[src/rtl/reset_pkg.sv]
`default_nettype none
// ============================================================================
// Module   : reset_pkg
// Brief    : Shared sequencer state, reset-cause encoding and counter sizing.
// Revision : 1.0
// ============================================================================
package reset_pkg;

    typedef enum logic [1:0] {
        WAIT_LOCK = 2'd0,
        HOLD      = 2'd1,
        RELEASE   = 2'd2,
        RUN       = 2'd3
    } seq_state_e;

    typedef enum logic [1:0] {
        CAUSE_POR       = 2'd0,
        CAUSE_LOCK_LOSS = 2'd1,
        CAUSE_BUTTON    = 2'd2
    } reset_cause_e;

    // Bits needed to hold 0..max_count; never narrower than one bit.
    function automatic int unsigned cnt_width(input int unsigned max_count);
        return (max_count < 1) ? 1 : $clog2(max_count + 1);
    endfunction

endpackage
`default_nettype wire

[src/rtl/debouncer.sv]
`default_nettype none
// ============================================================================
// Module   : debouncer
// Brief    : Two-flop synchroniser plus stable-count filter for one button.
// Revision : 1.0
// ============================================================================
module debouncer
    import reset_pkg::*;
#(
    parameter int unsigned ACTIVE_LOW      = 1,
    parameter int unsigned DEBOUNCE_CYCLES = 250000
) (
    input  logic clk,
    input  logic reset_n_i,
    input  logic btn_i,
    output logic pressed_o
);

    localparam int unsigned CNT_MAX = (DEBOUNCE_CYCLES > 1) ? DEBOUNCE_CYCLES - 1 : 0;
    localparam int unsigned CNT_W   = cnt_width(CNT_MAX);
    localparam logic [CNT_W-1:0] CNT_LAST = CNT_W'(CNT_MAX);

    logic             level;
    logic             sync1_q;
    logic             sync2_q;
    logic             pressed_q;
    logic             pressed_d;
    logic [CNT_W-1:0] cnt_q;
    logic [CNT_W-1:0] cnt_d;

    // Normalise polarity ahead of the synchroniser so a cleared flop means released.
    assign level = (ACTIVE_LOW != 0) ? ~btn_i : btn_i;

    always_comb begin
        pressed_d = pressed_q;
        cnt_d     = '0;
        if (sync2_q != pressed_q) begin
            if (cnt_q == CNT_LAST) begin
                pressed_d = sync2_q;
            end else begin
                cnt_d = cnt_q + CNT_W'(1);
            end
        end
    end

    always_ff @(posedge clk or negedge reset_n_i) begin
        if (!reset_n_i) begin
            sync1_q   <= 1'b0;
            sync2_q   <= 1'b0;
            pressed_q <= 1'b0;
            cnt_q     <= '0;
        end else begin
            sync1_q   <= level;
            sync2_q   <= sync1_q;
            pressed_q <= pressed_d;
            cnt_q     <= cnt_d;
        end
    end

    assign pressed_o = pressed_q;

endmodule
`default_nettype wire

[src/rtl/reset_sequencer.sv]
`default_nettype none
// ============================================================================
// Module   : reset_sequencer
// Brief    : Combines PLL lock and debounced buttons into staged domain resets.
// Revision : 1.0
// ============================================================================
module reset_sequencer
    import reset_pkg::*;
#(
    parameter int unsigned NUM_BTN         = 1,
    parameter int unsigned BTN_ACTIVE_LOW  = 1,
    parameter int unsigned DEBOUNCE_CYCLES = 250000,
    parameter int unsigned HOLD_CYCLES     = 31,
    parameter int unsigned NUM_DOMAINS     = 2,
    parameter int unsigned STAGE_GAP       = 16
) (
    input  logic                   clk,
    input  logic                   reset_n_i,
    input  logic                   locked_i,
    input  logic [NUM_BTN-1:0]     btn_i,
    output logic [NUM_DOMAINS-1:0] reset_o,
    output logic                   ready_o,
    output logic [1:0]             cause_o
);

    localparam int unsigned HOLD_W  = cnt_width(HOLD_CYCLES);
    localparam int unsigned GAP_MAX = (STAGE_GAP > 1) ? STAGE_GAP - 1 : 0;
    localparam int unsigned GAP_W   = cnt_width(GAP_MAX);
    localparam int unsigned IDX_W   = cnt_width(NUM_DOMAINS - 1);

    localparam logic [HOLD_W-1:0] HOLD_LAST = HOLD_W'(HOLD_CYCLES);
    localparam logic [GAP_W-1:0]  GAP_LAST  = GAP_W'(GAP_MAX);
    localparam logic [IDX_W-1:0]  IDX_LAST  = IDX_W'(NUM_DOMAINS - 1);
    localparam logic [IDX_W-1:0]  IDX_FIRST = (NUM_DOMAINS > 1) ? IDX_W'(1) : '0;

    logic                   lock_s1_q;
    logic                   lock_s2_q;
    logic [NUM_BTN-1:0]     btn_pressed;
    logic                   request;

    seq_state_e             state_q,    state_d;
    logic [HOLD_W-1:0]      hold_cnt_q, hold_cnt_d;
    logic [GAP_W-1:0]       gap_cnt_q,  gap_cnt_d;
    logic [IDX_W-1:0]       idx_q,      idx_d;
    logic [NUM_DOMAINS-1:0] reset_q,    reset_d;
    logic                   ready_q,    ready_d;
    reset_cause_e           cause_q,    cause_d;

    for (genvar b = 0; b < NUM_BTN; b++) begin : g_btn
        debouncer #(
            .ACTIVE_LOW      (BTN_ACTIVE_LOW),
            .DEBOUNCE_CYCLES (DEBOUNCE_CYCLES)
        ) u_debouncer (
            .clk       (clk),
            .reset_n_i (reset_n_i),
            .btn_i     (btn_i[b]),
            .pressed_o (btn_pressed[b])
        );
    end

    assign request = ~lock_s2_q | (|btn_pressed);

    always_comb begin
        state_d    = state_q;
        hold_cnt_d = hold_cnt_q;
        gap_cnt_d  = gap_cnt_q;
        idx_d      = idx_q;
        reset_d    = reset_q;
        ready_d    = 1'b0;
        cause_d    = cause_q;

        if ((state_q != WAIT_LOCK) && request) begin
            state_d    = WAIT_LOCK;
            hold_cnt_d = '0;
            gap_cnt_d  = '0;
            idx_d      = '0;
            reset_d    = '1;
            cause_d    = lock_s2_q ? CAUSE_BUTTON : CAUSE_LOCK_LOSS;
        end else begin
            case (state_q)
                WAIT_LOCK: begin
                    reset_d = '1;
                    if (!request) begin
                        state_d    = HOLD;
                        hold_cnt_d = '0;
                    end
                end
                HOLD: begin
                    if (hold_cnt_q == HOLD_LAST) begin
                        reset_d[0] = 1'b0;
                        gap_cnt_d  = '0;
                        idx_d      = IDX_FIRST;
                        state_d    = (NUM_DOMAINS > 1) ? RELEASE : RUN;
                    end else begin
                        hold_cnt_d = hold_cnt_q + HOLD_W'(1);
                    end
                end
                RELEASE: begin
                    if (gap_cnt_q == GAP_LAST) begin
                        reset_d[idx_q] = 1'b0;
                        gap_cnt_d      = '0;
                        if (idx_q == IDX_LAST) begin
                            state_d = RUN;
                        end else begin
                            idx_d = idx_q + IDX_W'(1);
                        end
                    end else begin
                        gap_cnt_d = gap_cnt_q + GAP_W'(1);
                    end
                end
                RUN: begin
                    ready_d = 1'b1;
                end
                default: begin
                    state_d = WAIT_LOCK;
                    reset_d = '1;
                end
            endcase
        end
    end

    always_ff @(posedge clk or negedge reset_n_i) begin
        if (!reset_n_i) begin
            lock_s1_q  <= 1'b0;
            lock_s2_q  <= 1'b0;
            state_q    <= WAIT_LOCK;
            hold_cnt_q <= '0;
            gap_cnt_q  <= '0;
            idx_q      <= '0;
            reset_q    <= '1;
            ready_q    <= 1'b0;
            cause_q    <= CAUSE_POR;
        end else begin
            lock_s1_q  <= locked_i;
            lock_s2_q  <= lock_s1_q;
            state_q    <= state_d;
            hold_cnt_q <= hold_cnt_d;
            gap_cnt_q  <= gap_cnt_d;
            idx_q      <= idx_d;
            reset_q    <= reset_d;
            ready_q    <= ready_d;
            cause_q    <= cause_d;
        end
    end

    assign reset_o = reset_q;
    assign ready_o = ready_q;
    assign cause_o = cause_q;

endmodule
`default_nettype wire

[config.mk]
export PLATFORM = sky130hd
export DESIGN_NAME = reset_sequencer
export DESIGN_NICKNAME = d
export VERILOG_FILES = /design/src/rtl/reset_pkg.sv /design/src/rtl/debouncer.sv /design/src/rtl/reset_sequencer.sv
export SDC_FILE = /design/constraint.sdc
export NUM_CORES = 1
export LEC_CHECK = 0
export ABC_AREA = 1
export CAP_MARGIN = 10
export CORE_UTILIZATION = 45
export DETAILED_ROUTE_END_ITERATION = 16
export DONT_BUFFER_PORTS = 1
export PLACE_DENSITY = 0.68
export SYNTH_ARGS = -nofsm -noshare
export SYNTH_HDL_FRONTEND = slang
export SYNTH_SLANG_ARGS = --single-unit
export TNS_END_PERCENT = 1
[constraint.sdc]
create_clock -name clk -period 3.19 [get_ports clk]
set_input_delay 0.638 -clock clk [delete_from_list [all_inputs] [get_ports clk]]
set_output_delay 0.638 -clock clk [all_outputs]
set_load 0.03 [all_outputs]
==> impl_metrics.yaml <==
synthesis:
  ys_async_sr_fraction_pct: 100
  syn_area_per_cell_um2: 8.01
  synth-main-ff-cell: "dfrtp_1"
  netlist_area_um2: 2110
  ys_ff_latch: 40
  ys.warnings.count: 0
  ys_types: 27
  netlist_instances: 263
  synth_fp_nets: 275
  synth.yosys.seq_area_share_pct: 47.6
  synth_edf_count: 0
timing:
  post-route-period-util_pct: 54.5
  max_freq_ghz: 0.575
  fin_worst_skew_ns: 0.00853
  min_period_ns: 1.74
  hold_slack_ns: 0.0295
  tns_ns: 0
  worst_slew_pin_slew_ns: 0.674
  maxSlewHeadroom_pct: 54.8
  rsz0062_at_grt: "false"
  finalSetupViolCount: 0
  hold_viol_final: 0
  slew_violations: 0
routing:
  final_antenna_net_count: 0
  dr_total_vias: 1610
  drt-vias-per-instance: 5.00
  routedWlPerCell_um: 11.8
  first_pass_iters: 4
  drc: 0
  initialDrtViolationCount: 111
  wl_um: 3810
grt:
  antenna_found_initial: 0
  grtUsageTotal_pct: 18.4
  grt_overflow: 0
  grt_pass1_vias: 1599
  grt_max_degree: 41
  grt_pass1_wl_um: 7130
pwr:
  irDropWorstVdd_mv: 0.414
  p_leak_nw: 1.04
  powerDensity_nw_per_um2: 689
floorplan:
  rows: 24
  pin_count: 9
  core_area_um2: 4410
  start_util_pct: 47.7
  die_w_um: 70.4
  die_h_um: 70.4
  die_area_um2: 4960
worst_setup_path:
  critPathArrivalTime_ns: 1.96
  worstSetupPathType: "flop to flop"
  crit_path_max_fanout: 11
  required_ns: 3.42
  cp-start-kind: "flop"
  end_kind: "flop"
place:
  place_congestion: 0.878
  portBuffers: 0
  place_area_um2: 2160
  dpl.hpwl_um: 2760
  placed_cells: 314
layout:
  stdcell_area_um2: 2270
  final_nets: 281
  final_common_cell: "nand2_1"
  final_cell_mix: "nand2_1 (59), nor2_1 (50), dfrtp_1 (38)"
  synthToLayoutAreaGrowth_pct: 7.84
  fin_cells: 322
  drive_gt1_share_pct: 9.26
  diodes: 0
clock_tree:
  htree_num_levels: 2
  cts-buffers-inserted: 5
  post_cts_buffers: 0
  insertion_delay_ns: 0.29
  cts_sinks: 40
  post_cts_resized: 0
  root_buffer: "clkbuf_8"
  cts_tree: "done"
  holdBufCountCts: 0
  clock_path_buffers: 2
  path_clk_slew_ns: 0.08
run_status:
  run_status: "finished clean"
worst_hold_path:
  hold_class: "input port to async pin"
job:
  max_cap_viol_count: 0
-- critical path: stages, from the launching register on --
cell and delay [ns]:
dfrtp_1 0.41, inv_1 0.10, ha_1 0.25, inv_1 0.10
nand2_2 0.17, inv_1 0.28, nor2_1 0.09, nor2_1 0.11
o21ai_0 0.08, o21ai_0 0.08
-- power breakdown --
group	internal (mW)	switching, mW	total (mW)
clock	0.231	0.181	0.412
combinational	0.152	0.302	0.455
sequential	0.587	0.111	0.698
-- layout make-up --
class | count | area, um^2
sequential | 40 | 1000
inverter | 31 | 119
tap | 52 | 65.1
clock buffer | 5 | 68.8
clock inverter | 3 | 42.5
multi-input combinational | 191 | 973
fill | 428 | 2140
-- layer usage --
layer | track usage, % | vias up | wire length, um | share of wire [%]
li1 | - | 841 | - | -
met1 | 26.0 | 732 | 2020 | 53
met2 | 26.0 | 30 | 1560 | 41
met3 | 5.92 | 7 | 149 | 3.9
met4 | 7.11 | 0 | 78 | 2.0
met5 | 0 | - | 0 | 0
-- per-stage QoR --
step / utilization, % / total power, mW / setup WS (ns)
after floorplan: - / 1.07 / 1.72
after global placement: 49.0 / 1.15 / 1.52
after detailed placement: 49.0 / 1.16 / 1.46
after CTS: 51.5 / 1.58 / 1.45
after global routing: 51.5 / 1.69 / 1.24
final: 51.5 / 1.57 / 1.45
-- kinds of logic (layout without fill, tap and decap cells) --
kind of cell    count (synthesis)  after routing  synth area share [%]
flops                          40             40                  47.6
fa+ha+maj                       8              8                  4.75
xor+xnor                       10             10                  4.16
simple gates                  147            147                  30.7
compound gates                 26             26                  6.59
buf+inv                        32             39                  6.18
-- state kept, by name, indices dropped and copies added (netlist names) --
register and count:
cause_o 2, g_btn.u_debouncer.cnt_q 18, g_btn.u_debouncer.pressed_o 1, g_btn.u_debouncer.sync1_q 1, g_btn.u_debouncer.sync2_q 1, gap_cnt_q 4
hold_cnt_q 5, idx_q 1, lock_s1_q 1, lock_s2_q 1, ready_o 1, reset_o 2
state_q 2
-- synth_stat cells (2+ instances only) --
master    number  area [um^2]
nand4_1        5         31.3
nand3_1       16         80.1
dfrtp_1       38          951
nand2_2        6         37.5
xnor2_1        2         17.5
nor2_4         2         22.5
dfstp_2        2         52.6
o21ai_0        8         40.0
nor3_1         3         15.0
a21oi_1        9         45.0
xor2_1         8         70.1
o21bai_1       2         15.0
inv_1         29          109
nand2_1       59          221
nor2_1        50          188
nor2_2         2         12.5
o21ai_1        5         25.0
ha_1           8          100
-- worst paths after layout --
check,cells after the start,endpoint,from,slack (ns)
worst max-delay path,9,reset_o[1],state_q[0],1.45
worst min-delay path,0,ready_o,reset_n_i,0.03
worst max register to register,9,reset_o[1],state_q[0],1.45
worst min register to register,0,g_btn[0].u_debouncer.sync2_q,g_btn[0].u_debouncer.sync1_q,0.35
max in group asynchronous,0,reset_o[0],reset_n_i,2.99
min in group clk,0,g_btn[0].u_debouncer.sync2_q,g_btn[0].u_debouncer.sync1_q,0.35
Note: power is estimated with default switching activity, not from simulation.
